## config.mk

```make
export PLATFORM = sky130hd
export DESIGN_NAME = toggle_pulse_gen
export DESIGN_NICKNAME = d
export VERILOG_FILES = /design/src/rtl/toggle_pulse_gen.sv
export SDC_FILE = /design/constraint.sdc
export NUM_CORES = 1
export LEC_CHECK = 0
export CAP_MARGIN = 20
export CORE_AREA = 4 4 41 43
export CTS_CLUSTER_DIAMETER = 60
export CTS_CLUSTER_SIZE = 20
export DETAILED_ROUTE_END_ITERATION = 12
export DIE_AREA = 0 0 45 47
export HOLD_SLACK_MARGIN = 0.08
export PLACE_DENSITY = 0.53
export SLEW_MARGIN = 15
export SYNTH_ARGS = -nofsm -noshare
export SYNTH_HDL_FRONTEND = slang
export SYNTH_SLANG_ARGS = --single-unit
```

## constraint.sdc

```tcl
create_clock -name CLK -period 2.21 [get_ports CLK]
set_clock_uncertainty 0.15 [all_clocks]
set_input_delay 0.442 -clock CLK [delete_from_list [all_inputs] [get_ports CLK]]
set_output_delay 0.442 -clock CLK [all_outputs]
set_load 0.05 [all_outputs]
```

## src/rtl/toggle_pulse_gen.sv

```systemverilog
// Debounced push-button to single-cycle toggle pulse for a downstream T flip-flop.
// Optional auto-repeat while held: define TOGGLE_AUTOREPEAT_EN.
//
// state        | meaning
// -------------+----------------------------------------------------------
// IDLE         | button released and stable, waiting for a rising level
// PRESS_WAIT   | button seen high, counting stable cycles before accepting
// PRESSED      | press accepted, btn_level high, optional repeat running
// RELEASE_WAIT | button seen low, counting stable cycles before releasing
module toggle_pulse_gen #(
    parameter int SYNC_STAGES   = 2,
    parameter int DB_CYCLES     = 4,
    parameter int REPEAT_CYCLES = 16
) (
    input  logic CLK,
    input  logic rst,
    input  logic btn_in,
    input  logic en,
    output logic T,
    output logic btn_level
);

    localparam int CW = $clog2(DB_CYCLES + 1);
    localparam logic [CW-1:0] DB_MAX = CW'(DB_CYCLES);
    localparam logic [CW-1:0] CNT_ONE = CW'(1);

    typedef enum logic [1:0] {
        IDLE         = 2'd0,
        PRESS_WAIT   = 2'd1,
        PRESSED      = 2'd2,
        RELEASE_WAIT = 2'd3
    } state_t;

    if (SYNC_STAGES < 2) begin : g_bad_sync
        $error("SYNC_STAGES must be >= 2");
    end
    if (DB_CYCLES < 1) begin : g_bad_db
        $error("DB_CYCLES must be >= 1");
    end
    if (REPEAT_CYCLES < 2) begin : g_bad_rep
        $error("REPEAT_CYCLES must be >= 2");
    end

    logic [SYNC_STAGES-1:0] sync_q, sync_d;
    state_t                 state_q, state_d;
    logic [CW-1:0]          cnt_q, cnt_d;
    logic                   t_q, t_d;
    logic                   level_q, level_d;
    logic                   btn_sync;
    logic                   entry_pulse;

`ifdef TOGGLE_AUTOREPEAT_EN
    localparam int RW = $clog2(REPEAT_CYCLES);
    localparam logic [RW-1:0] REP_LOAD = RW'(REPEAT_CYCLES - 1);
    logic [RW-1:0] rep_q, rep_d;
`endif

    assign btn_sync = sync_q[SYNC_STAGES-1];

    always_comb begin
        sync_d      = {sync_q[SYNC_STAGES-2:0], btn_in};
        state_d     = state_q;
        cnt_d       = cnt_q;
        entry_pulse = 1'b0;
        t_d         = 1'b0;
`ifdef TOGGLE_AUTOREPEAT_EN
        rep_d       = REP_LOAD;
`endif

        case (state_q)
            IDLE: begin
                cnt_d = '0;
                if (btn_sync) begin
                    state_d = PRESS_WAIT;
                    cnt_d   = CNT_ONE;
                end
            end
            PRESS_WAIT: begin
                if (!btn_sync) begin
                    state_d = IDLE;
                    cnt_d   = '0;
                end else if (cnt_q == DB_MAX) begin
                    state_d     = PRESSED;
                    cnt_d       = '0;
                    entry_pulse = 1'b1;
                end else begin
                    cnt_d = cnt_q + CNT_ONE;
                end
            end
            PRESSED: begin
                if (!btn_sync) begin
                    state_d = RELEASE_WAIT;
                    cnt_d   = CNT_ONE;
                end else begin
`ifdef TOGGLE_AUTOREPEAT_EN
                    // Period restarts on every entry, so the first repeat lands
                    // REPEAT_CYCLES after the entry pulse.
                    if (rep_q == '0) begin
                        t_d   = en;
                        rep_d = REP_LOAD;
                    end else begin
                        rep_d = rep_q - RW'(1);
                    end
`endif
                end
            end
            RELEASE_WAIT: begin
                if (btn_sync) begin
                    state_d = PRESSED;
                    cnt_d   = '0;
                end else if (cnt_q == DB_MAX) begin
                    state_d = IDLE;
                    cnt_d   = '0;
                end else begin
                    cnt_d = cnt_q + CNT_ONE;
                end
            end
            default: begin
                state_d = IDLE;
                cnt_d   = '0;
            end
        endcase

        if (entry_pulse) begin
            t_d = en;
        end
        level_d = (state_d == PRESSED) || (state_d == RELEASE_WAIT);
    end

    always_ff @(posedge CLK or negedge rst) begin
        if (!rst) begin
            sync_q  <= '0;
            state_q <= IDLE;
            cnt_q   <= '0;
            t_q     <= 1'b0;
            level_q <= 1'b0;
        end else begin
            sync_q  <= sync_d;
            state_q <= state_d;
            cnt_q   <= cnt_d;
            t_q     <= t_d;
            level_q <= level_d;
        end
    end

`ifdef TOGGLE_AUTOREPEAT_EN
    always_ff @(posedge CLK or negedge rst) begin
        if (!rst) begin
            rep_q <= '0;
        end else begin
            rep_q <= rep_d;
        end
    end
`endif

    assign T         = t_q;
    assign btn_level = level_q;

endmodule

```

---- Word-level counts from Yosys, hierarchy flattened ----
Cells that the tools add are included.
storage, ports and cells
  word-level logic and storage cells ...... 32
  bits in registers ....................... 9
  output and inout bits ................... 2
operators by class
  equal/unequal tests ..................... 7
  mux-type cells .......................... 17
  reduce and logical (&&, ||, !) cells .... 2
  $add $sub $neg .......................... 1
operators with widths
  kind                                           number
  two-way mux 2 bit                              6
  two-way mux 3 bit                              4
  one-hot mux 3 bit (4 select lines)             1
  == test 2 bit, second input constant           4
  one-hot mux 2 bit (4 select lines)             1
  two-way mux 1 bit                              5
  adder 3 x 1 -> 3 bit, second input constant    1
  == test 3 bit, second input constant           1
  == test 2 x 1 -> 1 bit, second input constant  1
  logical NOT 2 bit                              1
  != test 2 bit, second input constant           1
  logical OR 1 bit                               1

---- Depth between registers and ports, before layout ----
  depth after elaboration ................. 6
  gate-level depth with buffers ........... 5
  mapped depth without buffers ............ 5

---- Worst setup path before layout ----
No wires, ideal clock.
  path type ............................... reg-to-reg
  start point ............................. register cnt_q[0]
  end point ............................... register cnt_q[2]
  path slack .............................. 0.797 ns
  arrival time ............................ 1.142 ns
  stages on the path, launching flop included .. 6
  cells stage by stage .................... dfrtp_1 inv_1 ha_1 nor2_1 mux2_4 a32o_1
on the way
  cells in the longest elaborated chain, start to end .. 4
RTL lines
  item                                                   RTL line  RTL
  from (decl)                                            46        logic [CW-1:0] cnt_q, cnt_d;
  from (signal assigned)                                 140       cnt_q <= cnt_d;
  adder 3 x 1 -> 3 bit or == test 3 bit (tied branches)  -
  two-way mux 3 bit *                                    82, 111
  two-way mux 3 bit (on tied branches)                   108, 79
  one-hot mux 3 bit (4 select lines) *                   70        case (state_q)
Mark *: on every way between the ends. The rest lies on a longest branch, timed or not.
A chain may end at the register's enable or synchronous reset.

---- Final worst setup path ----
  start point ............................. register level_q, in the netlist btn_level
  end point ............................... output btn_level
RTL lines
  item                    RTL line  RTL
  from (decl)             48        logic level_q, level_d;
  from (signal assigned)  142       level_q <= level_d;
  to (decl)               20        output logic btn_level
No word-level cell between the ends.

==> results.toml <==
[run_status]
status = "finished, final reports clean"

[power_and_ir_drop]
power_leakage_uw = 0.0001971
ir_drop_mv = 0.3019
power_switching_uw = 101.6
intPower_uw = 264.7
p_seq_frac = 0.507
power_density_nw_per_um2 = 846.1
power.clock.fraction = 0.276
swShare = 0.2775
combPwrFrac = 0.217

[clocking]
insertion_delay_ps = 240
cts_tree = "done"
cts_resized = 0
ctsLongestPathBuffers = 2
cts_root_buffer = "clkbuf_4"
clkTransAtPathRegs_ps = 50
cts_hold_buffers = 0
numCtsBuffers = 3
postCtsSetupRepairBufs = 0
clock_sinks = 8
cts.htree.levels = 1

[cells_and_area]
final_cell_mix = "dfrtp_1, clkdlybuf4s50_1, nand2_1, nor2_1, clkbuf_4"
final_cell_area_sq_um = 432.9
layout-drive-gt1-share = 0.1351
final_nets = 45
n_antenna_cell = 0
syn2layout_area_growth_pct = 26.74
final_common_cell = "dfrtp_1"

[logic_synthesis]
synth.avg_cell_area_sq_um = 11.78
synth_seq_area_share = 0.5861
synthCells = 29
synth.area.top_cells = "dfrtp_1, ha_1, a32o_1, mux2_4, nand2_1"
ys_ff_latch = 8
yosys_warnings = 0
ys_types = 13
yosys.area.top_type = "dfrtp_1"
synth_area_sq_um = 341.6
synth_top_area_share = 0.5861
synth_fp_nets = 35

[timing]
fin_setup_tns_ps = 0
hold_ws_ps = 205.1
fmax_ghz = 0.4758
setup_viol = 0
worst_pin_slew_ps = 497.7
hold_viol = 0
period_minus_slack_ps = 2102
rsz0062_at_grt = "false"
slew_headroom = 0.6672
fin_crit_sh = 0.9510
finalMaxSlewViolations = 0

[global_routing]
groute.usage.overall = 0.06699
grt_pass1_wl_mm = 1.007
grt_pass1_vias = 267
grt_max_degree = 9
antenna_found_initial = 0
overflow = 0

[setup_path]
critPathBufInv = 1
critPathLaunch = "btn_level"
path_cells = "clkdlybuf4s50_1"
cp_data_required_time_ps = 1620
r2r_start = "cnt_q[0]"
startpoint_type = "flop"
worstSetupEndpointType = "output pin"
cp_slowest_cell = "clkdlybuf4s50_1"
slowest_delay_ps = 840
cp.arrival_ps = 1510
crit_fanout = 6
path_class = "flop to output pin"
critPathTopFamily = "buffers and inverters"

[place]
gp_congestion = 0.7597
placed_area_sq_um = 410.4
portBuffers = 5

[floorplan]
die_h_microns = 47
start_util = 0.2625
io_pins = 6
rows = 13
die_area_sq_um = 2115
fp.coreArea_sq_um = 1301
chipWidth_microns = 45

[job]
max_cap_violations = 0

[hold_path]
hold_path.class = "flop to flop"
hp-start = "sync_q[0]"

[route]
detailedRoute.firstPassIterationCount = 1
drc = 0
routed_wl_microns = 546
avgViaCountPerCell = 4.577
via_count = 238
wire_per_inst_microns = 10.50
drt_iter0_drc = 0
antenna_left = 0
## cell families after synthesis
| kind of cell | synth area share |
|---|---|
| multiplexers | 0.07691 |
| AND/OR/NAND/NOR | 0.1355 |
| adder cells (fa/ha/maj) | 0.07325 |
| buffers and inverters | 0.02199 |
| AO/OA/AOI/OAI | 0.08060 |
| flip-flops | 0.5861 |
| XOR/XNOR | 0.02565 |
## metal layers
metal  global-route usage  routed length [microns]  part of all wire
met1              0.06542                      197              0.36
met2               0.1243                      323              0.59
met3              0.01149                       25             0.046
met4              0.05263                        0                 0
met5                    0                        0                 0
## flip-flops by register name, indices dropped and copies added, names as in the netlist
name / flops
T: 1
btn_level: 1
cnt_q: 3
state_q: 1
sync_q: 2
## final cells by class
class	instances	area, sq um
timing repair buffer	5	50.05
sequential	8	200.2
multi-input combinational	19	133.9
clock buffer	3	22.52
fill	146	868.3
tap	15	18.77
inverter	2	7.507
## metrics by stage
| stage | cells | power (uW) | util | setup slack, ps |
|---|---|---|---|---|
| CTS | 52 | 377.2 | 0.3327 | 87.84 |
| global route | 52 | 394.9 | 0.3327 | 38.61 |
| floorplan | 29 | 239.9 | - | 796.9 |
| finish | 52 | 366.3 | 0.3327 | 108.3 |
| detailed placement | 49 | 268.9 | 0.3154 | 367.4 |
| global placement | 49 | 264.1 | 0.3154 | 381.1 |
## power groups by stage
stage | logic [uW] | clock network [uW] | registers [uW]
floorplan | 44.8 | 0 | 195
global placement | 77.4 | 0 | 187
detailed placement | 80.5 | 0 | 188
CTS | 81.3 | 110 | 186
global route | 88.3 | 118 | 188
finish | 79.3 | 101 | 186
## synthesized netlist by cell type (all sizes together)
library cell  count
a211oi            1
a32o              2
and2              1
dfrtp             8
ha                2
inv               2
mux2              2
nand2             4
nand3             1
nor2              4
nor3              1
xor2              1
## worst reg2reg max path, stage by stage (launching register included)
cell and delay, ps:
dfrtp_1 390, inv_1 80, ha_1 190, nor2_1 60, mux2_4 250, a32o_1 260
## worst paths after layout
kind	end	slack (ps)	cells after the start
setup / recovery	btn_level	110	1
hold / removal	sync_q[1]	210	0
setup reg to reg	cnt_q[2]	720	5
hold reg to reg	sync_q[1]	210	0
max in group asynchronous	cnt_q[1]	1340	1
min in group asynchronous	T	320	1
Note: power is estimated with default switching activity, not from simulation.
